### src/rtl/keypad_entry_if.sv
// Keypad-side wiring plus the operand-entry outputs handed to the datapath/FSM.
interface keypad_entry_if;
  logic [3:0]  row_n;
  logic        enter_n;
  logic [3:0]  col_n;
  logic        key_valid;
  logic [3:0]  key_code;
  logic [15:0] Din;
  logic [2:0]  digit_count;
  logic        next;

  modport master (input row_n, enter_n,
                  output col_n, key_valid, key_code, Din, digit_count, next);
  modport slave  (output row_n, enter_n,
                  input col_n, key_valid, key_code, Din, digit_count, next);
endinterface

### src/rtl/keypad_entry.sv
// 4x4 hex keypad + Enter scanner: debounces whole-scan results and shifts accepted
// nibbles into a 16-bit operand; an accepted Enter commits it with a one-cycle next pulse.
module keypad_entry #(
  parameter int SCAN_DIV       = 5000,
  parameter int DEBOUNCE_SCANS = 4
) (
  input  logic           clk,
  input  logic           clear,
  keypad_entry_if.master kp
);
  localparam int CW = (SCAN_DIV > 1) ? $clog2(SCAN_DIV) : 1;
  localparam int DW = $clog2(DEBOUNCE_SCANS + 1);
  localparam logic [DW-1:0] DMAX = DW'(DEBOUNCE_SCANS);

  typedef struct packed {
    logic       vld;
    logic [3:0] code;
  } key_t;

  logic [3:0]    row_s1_q, row_s1_d, row_s2_q, row_s2_d;
  logic          ent_s1_q, ent_s1_d, ent_s2_q, ent_s2_d;
  logic [CW-1:0] slot_q, slot_d;
  logic [1:0]    col_q, col_d;
  logic [1:0]    hits_q, hits_d;
  logic [3:0]    hcode_q, hcode_d;
  key_t          kprev_q, kprev_d, kacc_q, kacc_d;
  logic [DW-1:0] kcnt_q, kcnt_d, ecnt_q, ecnt_d;
  logic          eprev_q, eprev_d, eacc_q, eacc_d;
  logic          key_valid_q, key_valid_d, next_q, next_d, fresh_q, fresh_d;
  logic [3:0]    key_code_q, key_code_d;
  logic [15:0]   din_q, din_d;
  logic [2:0]    dcnt_q, dcnt_d;

  logic          tick, key_ev, ent_ev, eres;
  logic [3:0]    rows;
  logic [2:0]    nrow, sum;
  logic [1:0]    ridx, base;
  logic [DW-1:0] kcnt_n, ecnt_n;
  key_t          kres;

  always_ff @(posedge clk or negedge clear) begin
    if (!clear) begin
      row_s1_q    <= 4'hF;
      row_s2_q    <= 4'hF;
      ent_s1_q    <= 1'b1;
      ent_s2_q    <= 1'b1;
      slot_q      <= '0;
      col_q       <= '0;
      hits_q      <= '0;
      hcode_q     <= '0;
      kprev_q     <= '0;
      kacc_q      <= '0;
      kcnt_q      <= '0;
      ecnt_q      <= '0;
      eprev_q     <= 1'b0;
      eacc_q      <= 1'b0;
      key_valid_q <= 1'b0;
      next_q      <= 1'b0;
      fresh_q     <= 1'b0;
      key_code_q  <= '0;
      din_q       <= '0;
      dcnt_q      <= '0;
    end else begin
      row_s1_q    <= row_s1_d;
      row_s2_q    <= row_s2_d;
      ent_s1_q    <= ent_s1_d;
      ent_s2_q    <= ent_s2_d;
      slot_q      <= slot_d;
      col_q       <= col_d;
      hits_q      <= hits_d;
      hcode_q     <= hcode_d;
      kprev_q     <= kprev_d;
      kacc_q      <= kacc_d;
      kcnt_q      <= kcnt_d;
      ecnt_q      <= ecnt_d;
      eprev_q     <= eprev_d;
      eacc_q      <= eacc_d;
      key_valid_q <= key_valid_d;
      next_q      <= next_d;
      fresh_q     <= fresh_d;
      key_code_q  <= key_code_d;
      din_q       <= din_d;
      dcnt_q      <= dcnt_d;
    end
  end

  always_comb begin
    row_s1_d    = kp.row_n;
    row_s2_d    = row_s1_q;
    ent_s1_d    = kp.enter_n;
    ent_s2_d    = ent_s1_q;
    slot_d      = slot_q;
    col_d       = col_q;
    hits_d      = hits_q;
    hcode_d     = hcode_q;
    kprev_d     = kprev_q;
    kacc_d      = kacc_q;
    kcnt_d      = kcnt_q;
    ecnt_d      = ecnt_q;
    eprev_d     = eprev_q;
    eacc_d      = eacc_q;
    key_valid_d = 1'b0;
    next_d      = 1'b0;
    fresh_d     = fresh_q;
    key_code_d  = key_code_q;
    din_d       = din_q;
    dcnt_d      = dcnt_q;
    rows        = ~row_s2_q;
    nrow        = '0;
    ridx        = '0;
    base        = '0;
    sum         = '0;
    kres        = '0;
    kcnt_n      = kcnt_q;
    ecnt_n      = ecnt_q;
    key_ev      = 1'b0;
    ent_ev      = 1'b0;
    eres        = 1'b0;

    tick   = (slot_q == CW'(SCAN_DIV - 1));
    slot_d = tick ? '0 : slot_q + 1'b1;

    if (tick) begin
      col_d = col_q + 2'd1;
      for (int r = 0; r < 4; r++) begin
        if (rows[r]) begin
          nrow = nrow + 3'd1;
          ridx = 2'(r);
        end
      end
      // Hit count restarts at column 0 and saturates at 2 (2+ means ambiguous).
      base   = (col_q == 2'd0) ? 2'd0 : hits_q;
      sum    = {1'b0, base} + nrow;
      hits_d = (sum >= 3'd2) ? 2'd2 : sum[1:0];
      if (nrow == 3'd1) hcode_d = {ridx, col_q};

      if (col_q == 2'd3) begin
        kres    = (hits_d == 2'd1) ? '{vld: 1'b1, code: hcode_d} : '0;
        kcnt_n  = (kres == kprev_q) ? ((kcnt_q == DMAX) ? DMAX : kcnt_q + 1'b1) : DW'(1);
        kprev_d = kres;
        kcnt_d  = kcnt_n;
        if (kcnt_n == DMAX && kres != kacc_q) begin
          kacc_d = kres;
          key_ev = kres.vld;
        end

        eres    = ~ent_s2_q;
        ecnt_n  = (eres == eprev_q) ? ((ecnt_q == DMAX) ? DMAX : ecnt_q + 1'b1) : DW'(1);
        eprev_d = eres;
        ecnt_d  = ecnt_n;
        if (ecnt_n == DMAX && eres != eacc_q) begin
          eacc_d = eres;
          ent_ev = eres;
        end

        // Enter wins a same-scan tie; the key is still marked accepted so it won't repeat.
        if (ent_ev) begin
          if (dcnt_q != 3'd0) begin
            next_d  = 1'b1;
            dcnt_d  = '0;
            fresh_d = 1'b1;
          end
        end else if (key_ev) begin
          key_valid_d = 1'b1;
          key_code_d  = kres.code;
          if (fresh_q) begin
            din_d   = {12'h000, kres.code};
            dcnt_d  = 3'd1;
            fresh_d = 1'b0;
          end else begin
            din_d  = {din_q[11:0], kres.code};
            dcnt_d = (dcnt_q == 3'd4) ? 3'd4 : dcnt_q + 3'd1;
          end
        end
      end
    end
  end

  assign kp.col_n       = ~(4'b0001 << col_q);
  assign kp.key_valid   = key_valid_q;
  assign kp.key_code    = key_code_q;
  assign kp.Din         = din_q;
  assign kp.digit_count = dcnt_q;
  assign kp.next        = next_q;
endmodule

### src/flat_wrapper.sv
// flat-port wrapper written by rule: the top's interface ports become plain ports
module keypad_entry_flat 
#(
  parameter int SCAN_DIV       = 5000,
  parameter int DEBOUNCE_SCANS = 4
)
  (clk, clear, kp_row_n, kp_enter_n, kp_col_n, kp_key_valid, kp_key_code, kp_Din, kp_digit_count, kp_next);
  keypad_entry_if kp_i ();
  input  logic clk;
  input  logic clear;
  input wire logic [$bits(kp_i.row_n)-1:0] kp_row_n;
  input wire logic [$bits(kp_i.enter_n)-1:0] kp_enter_n;
  output wire logic [$bits(kp_i.col_n)-1:0] kp_col_n;
  output wire logic [$bits(kp_i.key_valid)-1:0] kp_key_valid;
  output wire logic [$bits(kp_i.key_code)-1:0] kp_key_code;
  output wire logic [$bits(kp_i.Din)-1:0] kp_Din;
  output wire logic [$bits(kp_i.digit_count)-1:0] kp_digit_count;
  output wire logic [$bits(kp_i.next)-1:0] kp_next;
  assign kp_i.row_n = kp_row_n;
  assign kp_i.enter_n = kp_enter_n;
  assign kp_col_n = kp_i.col_n;
  assign kp_key_valid = kp_i.key_valid;
  assign kp_key_code = kp_i.key_code;
  assign kp_Din = kp_i.Din;
  assign kp_digit_count = kp_i.digit_count;
  assign kp_next = kp_i.next;
  keypad_entry #(.SCAN_DIV(SCAN_DIV), .DEBOUNCE_SCANS(DEBOUNCE_SCANS)) u_core (.clk(clk), .clear(clear), .kp(kp_i));
endmodule
### config.mk
export PLATFORM = sky130hd
export DESIGN_NAME = keypad_entry_flat
export DESIGN_NICKNAME = d
export VERILOG_FILES = /design/src/rtl/keypad_entry_if.sv /design/src/rtl/keypad_entry.sv /design/src/flat_wrapper.sv
export SDC_FILE = /design/constraint.sdc
export NUM_CORES = 1
export LEC_CHECK = 0
export CORE_MARGIN = 3
export CORE_UTILIZATION = 57
export DETAILED_ROUTE_END_ITERATION = 10
export PLACE_DENSITY = 0.78
export SYNTH_ARGS = -nofsm -noshare
export SYNTH_HDL_FRONTEND = slang
export SYNTH_SLANG_ARGS = --single-unit
export TNS_END_PERCENT = 20
### constraint.sdc
create_clock -name clk -period 5.45 [get_ports clk]
set_clock_uncertainty 0.2 [all_clocks]
set_input_delay 0.8175 -clock clk [delete_from_list [all_inputs] [get_ports clk]]
set_output_delay 0.8175 -clock clk [all_outputs]
set_load 0.01 [all_outputs]
==> flow_summary_export.csv <==
group,metric,value,unit
status,status,"finished, final reports clean",
drt,drt_iter0_markers,104,
setup_path,criticalPathCategory,"reg2reg",
pwr,p_leak,1.90,nW
die,num_rows,28,
job,cap_violations,0,
setup_path,cp.required,5.50,ns
min_path,min-delay-start,"u_core.row_s1_q[1]",
clock_network,cts-htree-levels,3,
sta,slew_violations,0,
sta,setup_violations,0,
die,die_x,86.4,um
pwr,p_per_area,236,mW/mm^2
layout,nNetsFinal,421,
die,die_y,86.4,um
grt,grt_antenna_before_repair,0,
drt,route.detailed.drc,0,
grt,grt_pass1_wl,12.2,mm
place,dpl.hpwl,5.01,mm
layout,fin_util,69.2,%
sta,min_period_over_period,90.9,%
setup_path,crit_arrival,5.00,ns
synthesis,ys_types,65,
place,portBuffers,35,
pwr,ir_drop,0.197,mV
min_path,whs_path_depth,0,
synthesis,synth_edf_count,0,
synthesis,syn_nets,388,
grt,grt_usage,20.9,%
min_path,holdPathEnd,"u_core.row_s2_q[1]",
layout,diodes,0,
drt,ant_nets,0,
sta,rsz0062_at_grt,"false",
setup_path,r2r_slack,0.49,ns
sta,tns,0,ns
setup_path,regToRegEndpoint,"u_core.kp.Din[4]",
grt,overflow,0,
drt,wl_per_cell,14.7,um
synthesis,synth_ff_type,"dfrtp_1",
place,place_congestion,0.823,
clock_network,clkTransAtPathRegs,0.07,ns
sta,final.min_clock_period,4.96,ns
clock_network,ctsResizeCount,0,
sta,fmax,0.202,GHz
grt,grt_max_degree,72,
drt,vias,2676,
setup_path,r2r_cells,16,
setup_path,endpoint_kind,"register",
clock_network,clockBufferDepth,2,
sta,worstMarginPinSlew,0.870,ns
synthesis,seq_area_frac_synth,48.5,%
synthesis,syn_inst,365,
synthesis,yosys_warnings,0,
die,core_area,0.00610,mm^2
clock_network,cts_root_buf,"clkbuf_8",
drt,via_per_inst,5.60,
setup_path,critPathMaxFanout,16,
synthesis,synth_async_sr_flop_share,100,%
clock_network,cts_made_buffers,9,
die,initial_core_util,60.5,%
min_path,hold_path_class,"reg2reg",
sta,slew_headroom,42.0,%
layout,drive_gt1_share,10.4,%
synthesis,syn_area,0.00369,mm^2
drt,wl,7.02,mm
synthesis,synth_seq_cells,71,
layout,area_delta_synth_final,14.4,%
setup_path,start_kind,"register",
die,io_pins,36,
synthesis,syn_avg_cell_area,10.1,um^2
grt,grt_pass1_vias,2659,
setup_path,r2r-start,"u_core.row_s2_q[1]",
clock_network,cts.sinks,71,
clock_network,tritoncts,"built",
clock_network,post_cts.repair.setup_buffers,0,
clock_network,ctsHoldBuffers,0,
pwr,finalPower,995,uW
sta,hold_viol,0,
drt,drt-pass1-iter-count,4,
clock_network,clock_latency,0.35,ns
die,dieArea,0.00747,mm^2
## flip-flops by register name, indices dropped and copies added (netlist names)
name	count
u_core.slot_q	13
u_core.kprev_q	5
u_core.row_s2_q	4
u_core.kcnt_q	3
u_core.col_q	2
u_core.kp.Din	16
u_core.kp.key_valid	1
u_core.hits_q	2
u_core.eprev_q	1
u_core.hcode_q	4
u_core.ent_s2_q	1
u_core.kacc_q	5
u_core.ent_s1_q	1
u_core.row_s1_q	4
u_core.ecnt_q	3
u_core.kp.next	1
u_core.kp.digit_count	3
u_core.eacc_q	1
u_core.fresh_q	1
## through the flow
step / hold slack (ns) / worst slack [ns] / std cells / cell area [um^2]
finish: 0.155 / 0.494 / 478 / 4220
detailed placement: 0.149 / 0.545 / 462 / 4050
global route: 0.161 / 0.133 / 478 / 4220
floorplan: 0.145 / 1.18 / 365 / 3690
CTS: 0.158 / 0.494 / 478 / 4220
global placement: 0.146 / 0.740 / 462 / 4050
## cell usage in the layout (no fill, tap or decap), drive strengths merged, types with 10 or more instances in the layout
cell,n
nand2,60
nor2,23
clkbuf,15
clkdlybuf4s50,34
a21oi,10
nand3b,12
dfstp,10
ha,15
o21ai,19
xnor2,12
xor2,10
dfrtp,61
nand3,12
inv,24
## worst max-delay path by stage
stage	startpoint	endpoint	slack, ns	cells past startpoint
final	u_core.row_s2_q[1]	u_core.kp.Din[4]	0.49	16
after global routing	u_core.row_s2_q[1]	u_core.kp.Din[4]	0.13	16
after CTS	u_core.row_s2_q[1]	u_core.kp.Din[4]	0.49	16
after detailed placement	u_core.row_s2_q[1]	u_core.kp.Din[4]	0.55	16
after global placement	u_core.row_s2_q[1]	u_core.kp.Din[4]	0.74	16
after floorplan	u_core.row_s2_q[1]	u_core.kp.Din[10]	1.18	19
## synth_stat cells (all sizes together) (2+ instances only)
cell / number / area share, %
dfrtp: 61 / 41
nand2: 60 / 6.1
inv: 24 / 2.4
nor2: 23 / 2.3
o21ai: 19 / 2.6
ha: 15 / 5.1
nand3: 12 / 1.8
nand3b: 12 / 2.5
xnor2: 12 / 2.9
buf: 11 / 2.1
a21oi: 10 / 1.4
dfstp: 10 / 7.1
xor2: 10 / 2.4
and2: 7 / 1.2
mux2: 7 / 2.1
nand4: 6 / 1.2
nor2b: 5 / 0.85
clkbuf: 4 / 0.41
nand2b: 4 / 0.68
nor3: 4 / 0.68
o31ai: 4 / 0.95
a21boi: 3 / 0.61
a31oi: 3 / 0.51
nor4b: 3 / 0.71
a211o: 2 / 0.48
a22oi: 2 / 0.41
and4bb: 2 / 0.68
nor4: 2 / 0.51
o21bai: 2 / 0.41
or2: 2 / 0.34
## cell type report
class	count	area (um^2)
multi-input combinational	255	1710
inverter	24	90.1
timing repair buffer	37	360
fill	495	1880
clock buffer	15	166
sequential	71	1790
clock inverter	1	5.00
tap	75	93.8
## cells by family after synthesis
| family | synth area share [%] |
|---|---|
| DFF | 48.5 |
| xor gates and xnor gates | 5.84 |
| buffers and inverters | 4.99 |
| AOI/OAI and AO/OA | 11.2 |
| adders and majority gates | 5.63 |
| muxes | 2.41 |
| and+or+nand+nor | 21.4 |
## layer usage
| layer | GRT usage, % | vias up | share of wire [%] |
|---|---|---|---|
| met5 | 0 | - | 0 |
| met1 | 26.9 | 1301 | 47 |
| li1 | - | 1307 | - |
| met2 | 33.7 | 57 | 46 |
| met3 | 4.56 | 11 | 4.8 |
| met4 | 9.92 | 0 | 2.1 |
## worst max-delay path, cell delays in order (launching register included)
cell,delay (ns)
dfstp_2,0.54
inv_1,0.06
ha_1,0.49
xnor2_1,0.18
ha_1,0.38
nand2b_1,0.07
o31ai_1,0.10
inv_1,0.11
fa_1,0.39
xnor3_1,0.41
nand2_1,0.17
nor3_2,0.36
xnor2_1,0.19
and4b_1,0.34
nand4_2,0.36
buf_4,0.32
o31ai_1,0.19
## report_power, final
| group | switching [mW] | total (mW) | internal (mW) |
|---|---|---|---|
| combinational | 0.0549 | 0.0865 | 0.0316 |
| clock | 0.180 | 0.370 | 0.190 |
| sequential | 0.00436 | 0.538 | 0.534 |
Note: power is estimated with default switching activity, not from simulation.
